### src/rtl/hpau_pkg.sv
// Shared definitions for the HP-AU multi-precision add/sub sequencer.
package hpau_pkg;

  typedef enum logic [1:0] {
    ST_IDLE = 2'd0,
    ST_RUN  = 2'd1,
    ST_DONE = 2'd2
  } state_e;

  localparam int unsigned DEF_WIDTH  = 4;
  localparam int unsigned DEF_NWORDS = 4;

  // A single-limb configuration still needs a 1-bit index register.
  function automatic int unsigned idx_bits(input int unsigned n);
    return ($clog2(n) < 1) ? 1 : $clog2(n);
  endfunction

  localparam int unsigned IDX_W = idx_bits(DEF_NWORDS);

endpackage

### src/rtl/limb_addc.sv
// One limb of add/subtract with explicit carry-in; sub inverts b, cin supplies the +1.
module limb_addc #(
  parameter int unsigned WIDTH = 4
) (
  input  logic [WIDTH-1:0] a,
  input  logic [WIDTH-1:0] b,
  input  logic             sub,
  input  logic             cin,
  output logic [WIDTH-1:0] s,
  output logic             cout
);

  logic [WIDTH-1:0] b_eff;
  logic [WIDTH:0]   sum;

  always_comb begin
    b_eff = sub ? ~b : b;
    sum   = {1'b0, a} + {1'b0, b_eff} + {{WIDTH{1'b0}}, cin};
    s     = sum[WIDTH-1:0];
    cout  = sum[WIDTH];
  end

endmodule

### src/rtl/mp_addsub_ctrl.sv
// Multi-precision add/subtract sequencer: one limb per clock through a shared
// limb adder, carry/borrow chained in a register, flags captured on the last limb.
module mp_addsub_ctrl
  import hpau_pkg::*;
#(
  parameter int unsigned WIDTH  = DEF_WIDTH,
  parameter int unsigned NWORDS = DEF_NWORDS
) (
  input  logic                     clk,
  input  logic                     rst,
  input  logic                     start,
  input  logic                     sub,
  input  logic [WIDTH*NWORDS-1:0]  a,
  input  logic [WIDTH*NWORDS-1:0]  b,
  output logic                     busy,
  output logic                     done,
  output logic [WIDTH*NWORDS-1:0]  result,
  output logic                     cout,
  output logic                     zero,
  output logic                     ovf
);

  localparam int unsigned N    = WIDTH * NWORDS;
  localparam int unsigned IW   = idx_bits(NWORDS);
  localparam logic [IW-1:0] LAST = IW'(NWORDS - 1);

  state_e state_q, state_d;

  logic [N-1:0]     a_q, a_d, b_q, b_d, result_q, result_d;
  logic             sub_q, sub_d, carry_q, carry_d;
  logic [IW-1:0]    idx_q, idx_d;
  logic             cout_q, cout_d, zero_q, zero_d, ovf_q, ovf_d;
  logic             accept;
  logic [WIDTH-1:0] a_limb, b_limb, s_limb;
  logic             c_limb;

  // Start is ignored while limbs are in flight.
  assign accept = start && (state_q != ST_RUN);

  always_comb begin
    a_limb = a_q[int'(idx_q) * WIDTH +: WIDTH];
    b_limb = b_q[int'(idx_q) * WIDTH +: WIDTH];
  end

  limb_addc #(
    .WIDTH (WIDTH)
  ) u_limb (
    .a    (a_limb),
    .b    (b_limb),
    .sub  (sub_q),
    .cin  (carry_q),
    .s    (s_limb),
    .cout (c_limb)
  );

  always_ff @(posedge clk) begin
    if (rst) begin
      state_q <= ST_IDLE;
    end else begin
      state_q <= state_d;
    end
  end

  always_comb begin
    state_d = state_q;
    unique case (state_q)
      ST_IDLE: if (start) state_d = ST_RUN;
      ST_RUN:  if (idx_q == LAST) state_d = ST_DONE;
      ST_DONE: state_d = start ? ST_RUN : ST_IDLE;
      default: state_d = ST_IDLE;
    endcase
  end

  always_comb begin
    busy = (state_q == ST_RUN);
    done = (state_q == ST_DONE);
  end

  always_comb begin
    a_d      = a_q;
    b_d      = b_q;
    sub_d    = sub_q;
    idx_d    = idx_q;
    carry_d  = carry_q;
    result_d = result_q;
    cout_d   = cout_q;
    zero_d   = zero_q;
    ovf_d    = ovf_q;
    if (accept) begin
      // Previous result and flags stay visible until the first limb write.
      a_d     = a;
      b_d     = b;
      sub_d   = sub;
      idx_d   = '0;
      carry_d = sub;
    end else if (state_q == ST_RUN) begin
      result_d[int'(idx_q) * WIDTH +: WIDTH] = s_limb;
      carry_d = c_limb;
      idx_d   = idx_q + 1'b1;
      if (idx_q == LAST) begin
        cout_d = c_limb;
        zero_d = (result_d == '0);
        ovf_d  = (a_q[N-1] == (sub_q ? ~b_q[N-1] : b_q[N-1])) &&
                 (result_d[N-1] != a_q[N-1]);
      end
    end
  end

  always_ff @(posedge clk) begin
    if (rst) begin
      a_q      <= '0;
      b_q      <= '0;
      sub_q    <= 1'b0;
      idx_q    <= '0;
      carry_q  <= 1'b0;
      result_q <= '0;
      cout_q   <= 1'b0;
      zero_q   <= 1'b0;
      ovf_q    <= 1'b0;
    end else begin
      a_q      <= a_d;
      b_q      <= b_d;
      sub_q    <= sub_d;
      idx_q    <= idx_d;
      carry_q  <= carry_d;
      result_q <= result_d;
      cout_q   <= cout_d;
      zero_q   <= zero_d;
      ovf_q    <= ovf_d;
    end
  end

  assign result = result_q;
  assign cout   = cout_q;
  assign zero   = zero_q;
  assign ovf    = ovf_q;

endmodule
### config.mk
export PLATFORM = sky130hd
export DESIGN_NAME = mp_addsub_ctrl
export DESIGN_NICKNAME = d
export VERILOG_FILES = /design/src/rtl/hpau_pkg.sv /design/src/rtl/limb_addc.sv /design/src/rtl/mp_addsub_ctrl.sv
export SDC_FILE = /design/constraint.sdc
export NUM_CORES = 1
export LEC_CHECK = 0
export CAP_MARGIN = 20
export CORE_UTILIZATION = 55
export DETAILED_ROUTE_END_ITERATION = 16
export PLACE_DENSITY_LB_ADDON = 0.05
export SLEW_MARGIN = 10
export SYNTH_ARGS = -nofsm -noshare
export SYNTH_HDL_FRONTEND = slang
export SYNTH_SLANG_ARGS = --single-unit
### constraint.sdc
create_clock -name clk -period 9.8 [get_ports clk]
set_clock_uncertainty 0.1 [all_clocks]
set_input_delay 2.94 -clock clk [delete_from_list [all_inputs] [get_ports clk]]
set_output_delay 2.94 -clock clk [all_outputs]
set_load 0.01 [all_outputs]
### After elaboration in Yosys (flattened, before gate mapping)

Cells that the tools add are included.
Widths: inputs -> output; s select.

* input port bits: 36
* register bits after elaboration: 57
* word-level logic and storage cells: 47
* output and inout bits: 21

* shifts and indexed selects: 4
* add/sub/neg operators: 4
* equality and inequality tests: 8
* bitwise logic cells: 3
* mux-type cells: 9
* reductions and logical operators: 9

Operator list (number)
* $neg 4->34: 1
* $shift 4x34->16 const A: 1
* $shiftx 4x34->16: 1
* $shiftx 16x5->4: 2
* $bwmux 16: 1
* $logic_not 16->1: 1
* $pmux 2 s3: 1
* $add 4x4->5: 1
* $add 5x1->5: 1
* $eq 2x2->1 const B: 2
* $mux 1: 4
* $mux 2: 2
* $mux 4: 1
* $ne 2x1->1 const B: 2
* $not 4->4: 1
* $reduce_and 2->1: 2
* $reduce_and 3->1: 1
* $add 2x1->2 const B: 1
* $eq 2x1->1 const B: 1
* $logic_and 1x1->1: 2
* $logic_not 2->1: 1
* $ne 2x2->1 const B: 1
* $not 1->1: 2
* $reduce_bool 2->1: 1
* 3 further kinds: 3

### Longest topological paths before layout

* depth after elaboration: 9
* mapped depth: 11
* gate-level depth less buffers: 9

### By module

Synthesis repeated with hierarchy kept, for this count alone.

* cells, all modules: 314
* area, all modules: 2687.6 sq um

By module, submodules not included
* mp_addsub_ctrl: cells each 295, area an instance 2512.4 sq um, instances 1, sequential area each 1141.1 sq um
* limb_addc: cells each 19, area an instance 175.2 sq um, instances 1, sequential area each 0.0 sq um

### Worst setup path after synthesis

OpenSTA, ideal clock, no wires.

* kind: reg2out
* from: register state_q[1]
* to: output port busy
* cell stages (with the launch flop): 5
* arrival: 1070 ps
* required time: 6760 ps
* slack: 5690 ps
* buffers on the path: 2
* path through: dfxtp_1 > nand2b_1 > inv_1 > clkbuf_1 > buf_2

* word-level cells in the longest chain between the ends: 1

Ends and longest elaborated chain
* from (decl): RTL line mp_addsub_ctrl.sv:27 `state_e state_q, state_d;`
* from (signal assigned): RTL line mp_addsub_ctrl.sv:60 `state_q <= state_d;`
* $eq 2x1->1: RTL line mp_addsub_ctrl.sv:75 `busy = (state_q == ST_RUN);`
* to (decl): RTL line mp_addsub_ctrl.sv:15 `output logic busy,`

No other way between the ends.

### Worst setup path in the final report

Same ends and word-level chain as after synthesis.

==> out/results.txt <==
The run finished with clean final reports. TritonCTS built the clock tree. After detailed routing, the average wire length per cell comes to 13.6 um.

For the hold buffer count at cts, the log shows 0. The clock tree synthesis step divided the H-tree into 3 levels. The run gives 0 as the post-CTS setup-driven buffer insertion count. The multi-input combinational cells in the finished layout cover a total of 1480 um2.

Start-to-end type of the worst setup path: reg -> out. The detail route stage leaves a number of antenna-violating nets equal to 0. In the routed design, unresolved DRC markers number 0. The fraction of registers with async set/reset works out to 0. The largest stage delay on the critical path came out at 0.68 ns.

The critical path starts at state_q[1]. Using the TritonRoute via totals, the vias-per-cell ratio works out to 5.58. In this run the power spent charging and discharging nets is 149 uW. The die covers 5330 um2.

The number of endpoints failing setup at the final stage came out at 0. In this run the most critical hold path is launched from b_q[11]. The final period utilization came out at 0.535. The run gives 0 as the final hold violation count. The fraction of the core area covered by cells at the end of the flow is 0.734, and the via count of the first global-routing pass is 2,261.

The global-route usage over all layers was 0.258; the data required time of the worst path was 6.76 ns. The synthesized design contains 0 enable-type register cells. Clock-pin slew was measured on the worst setup and hold paths at 0.06 ns. The tools report the nature of the critical path startpoint as a register. The average instance in the mapped netlist occupies 8.33 um2. Clock tree synthesis found a total of 57 sinks. The data arrival time of the worst path is 2.20 ns. The number of antenna violations at the first check in global routing is 0, and the largest fanout on the critical path is 30.

The largest net degree at the start of global routing was 59; the die boundary height was 73.0 um. Synthesis produced 333 cells. After legalization and detailed placement, the total HPWL measured 4.14 mm. The final routed wirelength across all metal layers is 6.13 mm, and the latest clock arrival within the worst-skew pair is 0.33 ns. The TritonCTS buffer count was 9.

The synthesized netlist occupies a cell area of 2780 um2. Setup total negative slack on the finished layout was measured at 0 ns. In this run, synthesis produced a sequential element count of 57.

The internal power is 395 uW. Setup repair after global routing left no endpoint under its margin. The run gives 0.868 as the global placer's final weighted congestion.

The relative slew slack was 0.320; the fraction of post-synthesis cell area in the top cell type by area was 0.411. After the first detailed-routing iteration, the DRC count stood at 169. Before antenna repair, the detailed router went through 4 iterations.

From synthesis to final layout, the design area changed by 26.6%. After the last flow step, the layout net total stands at 426. For the antenna diode count, the log shows 0. The number of gates resized after CTS was 0.

The tree is rooted in a sky130_fd_sc_hd__clkbuf_8. The first global-routing pass estimated 10.4 mm of wire. Detailed routing inserted a total of 2,515 vias. The gate family responsible for the most delay along the worst path is buffers and inverters. The type of destination of the critical path was an output pin. The clock share of power is 0.350, and the minimum clock period is 5.24 ns. The run gives 0.411 as the sequential element share of the synthesized area. In the synthesized netlist, the cells that appear most often are 82 x sky130_fd_sc_hd__nand2_1, 57 x sky130_fd_sc_hd__dfxtp_1, 48 x sky130_fd_sc_hd__a21oi_1. For the combinational fraction of design power, the log shows 0.189. Yosys attributes the largest share of cell area to sky130_fd_sc_hd__dfxtp_1 41%, sky130_fd_sc_hd__nand2_1 11%, sky130_fd_sc_hd__a21oi_1 8.7%. The longest clock path from root to sink contains 2 buffers.

The largest area contributor in the synthesized netlist was sky130_fd_sc_hd__dfxtp_1. Summed over all layers, the global routing overflow is 0. The worst hold path belongs to the class reg -> reg.

The signal on the critical path passes through nand2b_1, inv_1, clkdlybuf4s50_1. Launching point of the worst reg2reg path: idx_q[0]. The number of I/O port buffers came out at 56. The tools report the core footprint as 4790 um2. Yosys instantiated no cell more often than sky130_fd_sc_hd__nand2_1. The fmax came out at 191 MHz. The buffering stage count on the worst path with inverters included was 2; the number of filler cells placed in the layout was 401.

For the worst vdd rail ir drop, the log shows 0.000109 V. Summing all flip-flop and latch instances after layout gives 1140 um2. The tools report the row count as 25.

During I/O placement, the number of pins put on the boundary was 57. For this design, the slowest cell found on the critical path is sky130_fd_sc_hd__clkdlybuf4s50_1. The sequential power share was 0.461; the width of the die was 73.0 um. The starting utilization of the core area was 0.580. The synthesized net count is 380, and the share of cells above drive strength 1 is 0.0729. The run gives 0 as the max capacitance violation total.

At the pin with the least slew margin, the transition time is 1.02 ns. Power spread over the standard cell area amounts to 155 nW/um2. The number of distinct library cells after synthesis was 45. The share of total power consumed by net switching was 0.274. During synthesis, Yosys emitted a total of 0 warnings.

The primary flip-flop cell chosen by synthesis mapping was sky130_fd_sc_hd__dfxtp_1. The run gives 0 as the number of pins exceeding their max-slew limit in the final report. In this run the static leakage power is 1.32 nW.
-- path summary, 6_finish.rpt --
kind	to	slack [ns]	depth (start not counted)
max reg2reg	zero	6.28	10
max	busy	4.56	3
min	b_q[11]	0.35	2
min reg2reg	b_q[11]	0.35	2
-- cells by family (layout without fill, tap and decap cells) --
group	count (synthesis)	count (layout)	share of synthesized area
buffers and inverters	36	87	0.0568
adders and majority gates	11	11	0.0550
AOI/OAI and AO/OA	78	78	0.168
DFF	57	57	0.411
muxes	9	9	0.0712
xor gates and xnor gates	6	6	0.0189
and+or+nand+nor	136	136	0.219
-- cells in the final DEF (no fill, tap or decap), types with 3 or more instances in the layout --
master / netlist / routed
sky130_fd_sc_hd__clkinv_2: 0 / 3
sky130_fd_sc_hd__a31oi_1: 3 / 3
sky130_fd_sc_hd__mux4_2: 6 / 6
sky130_fd_sc_hd__o21ai_0: 5 / 5
sky130_fd_sc_hd__a21oi_1: 48 / 48
sky130_fd_sc_hd__inv_1: 12 / 12
sky130_fd_sc_hd__clkdlybuf4s50_1: 0 / 55
sky130_fd_sc_hd__nor3_1: 4 / 4
sky130_fd_sc_hd__nand3_1: 4 / 4
sky130_fd_sc_hd__a211oi_1: 6 / 6
sky130_fd_sc_hd__a32oi_1: 3 / 3
sky130_fd_sc_hd__nor2_1: 23 / 23
sky130_fd_sc_hd__nand4_1: 4 / 4
sky130_fd_sc_hd__clkbuf_8: 0 / 11
sky130_fd_sc_hd__nand2_1: 82 / 82
sky130_fd_sc_hd__ha_1: 9 / 9
sky130_fd_sc_hd__xor2_1: 4 / 4
sky130_fd_sc_hd__nor2b_1: 4 / 4
sky130_fd_sc_hd__dfxtp_1: 57 / 57
-- layout make-up --
type | instances | area share
flip-flops and latches | 57 | 0.325
inverters | 12 | 0.0128
well taps | 67 | 0.0239
clock inverters | 3 | 0.00427
repair buffers | 59 | 0.169
clock buffers | 13 | 0.0452
multi-input cells | 240 | 0.420
-- state kept, by name (all words and copies together), names as in the netlist --
signal and flops:
a_q 16, cout 1, result 16, ovf 1, sub_q 1, idx_q 2
carry_q 1, state_q 2, b_q 16, zero 1
-- power by group through the flow --
| stage | clock network (mW) | logic, mW | registers (mW) |
|---|---|---|---|
| after global placement | 0 | 0.0991 | 0.256 |
| after floorplan | 0 | 0.0669 | 0.255 |
| final | 0.190 | 0.103 | 0.251 |
| after CTS | 0.195 | 0.101 | 0.251 |
| after detailed placement | 0 | 0.101 | 0.256 |
| after global routing | 0.206 | 0.115 | 0.252 |
-- metrics by stage --
step	cells	setup WS [ns]	hold WS [ns]	cell area, um2	total power, mW
after floorplan	333	5.69	0.332	2780	0.322
after global placement	433	4.89	0.340	3310	0.355
after detailed placement	433	4.83	0.343	3310	0.357
after CTS	449	4.57	0.351	3480	0.547
after global routing	451	4.46	0.373	3510	0.573
final	451	4.56	0.350	3510	0.545
-- routing by layer --
metal	GRT usage	vias up	share of wire
met5	0	-	0
met4	0.131	0	0.018
met3	0.0428	11	0.051
met2	0.400	74	0.48
met1	0.347	1187	0.45
li1	-	1243	-
-- worst min-delay path, stage by stage, from the launching register on --
cell and delay [ns]:
sky130_fd_sc_hd__dfxtp_1 0.30, sky130_fd_sc_hd__nand2_1 0.05, sky130_fd_sc_hd__a21oi_1 0.05
(Power assumes the default switching activity.)
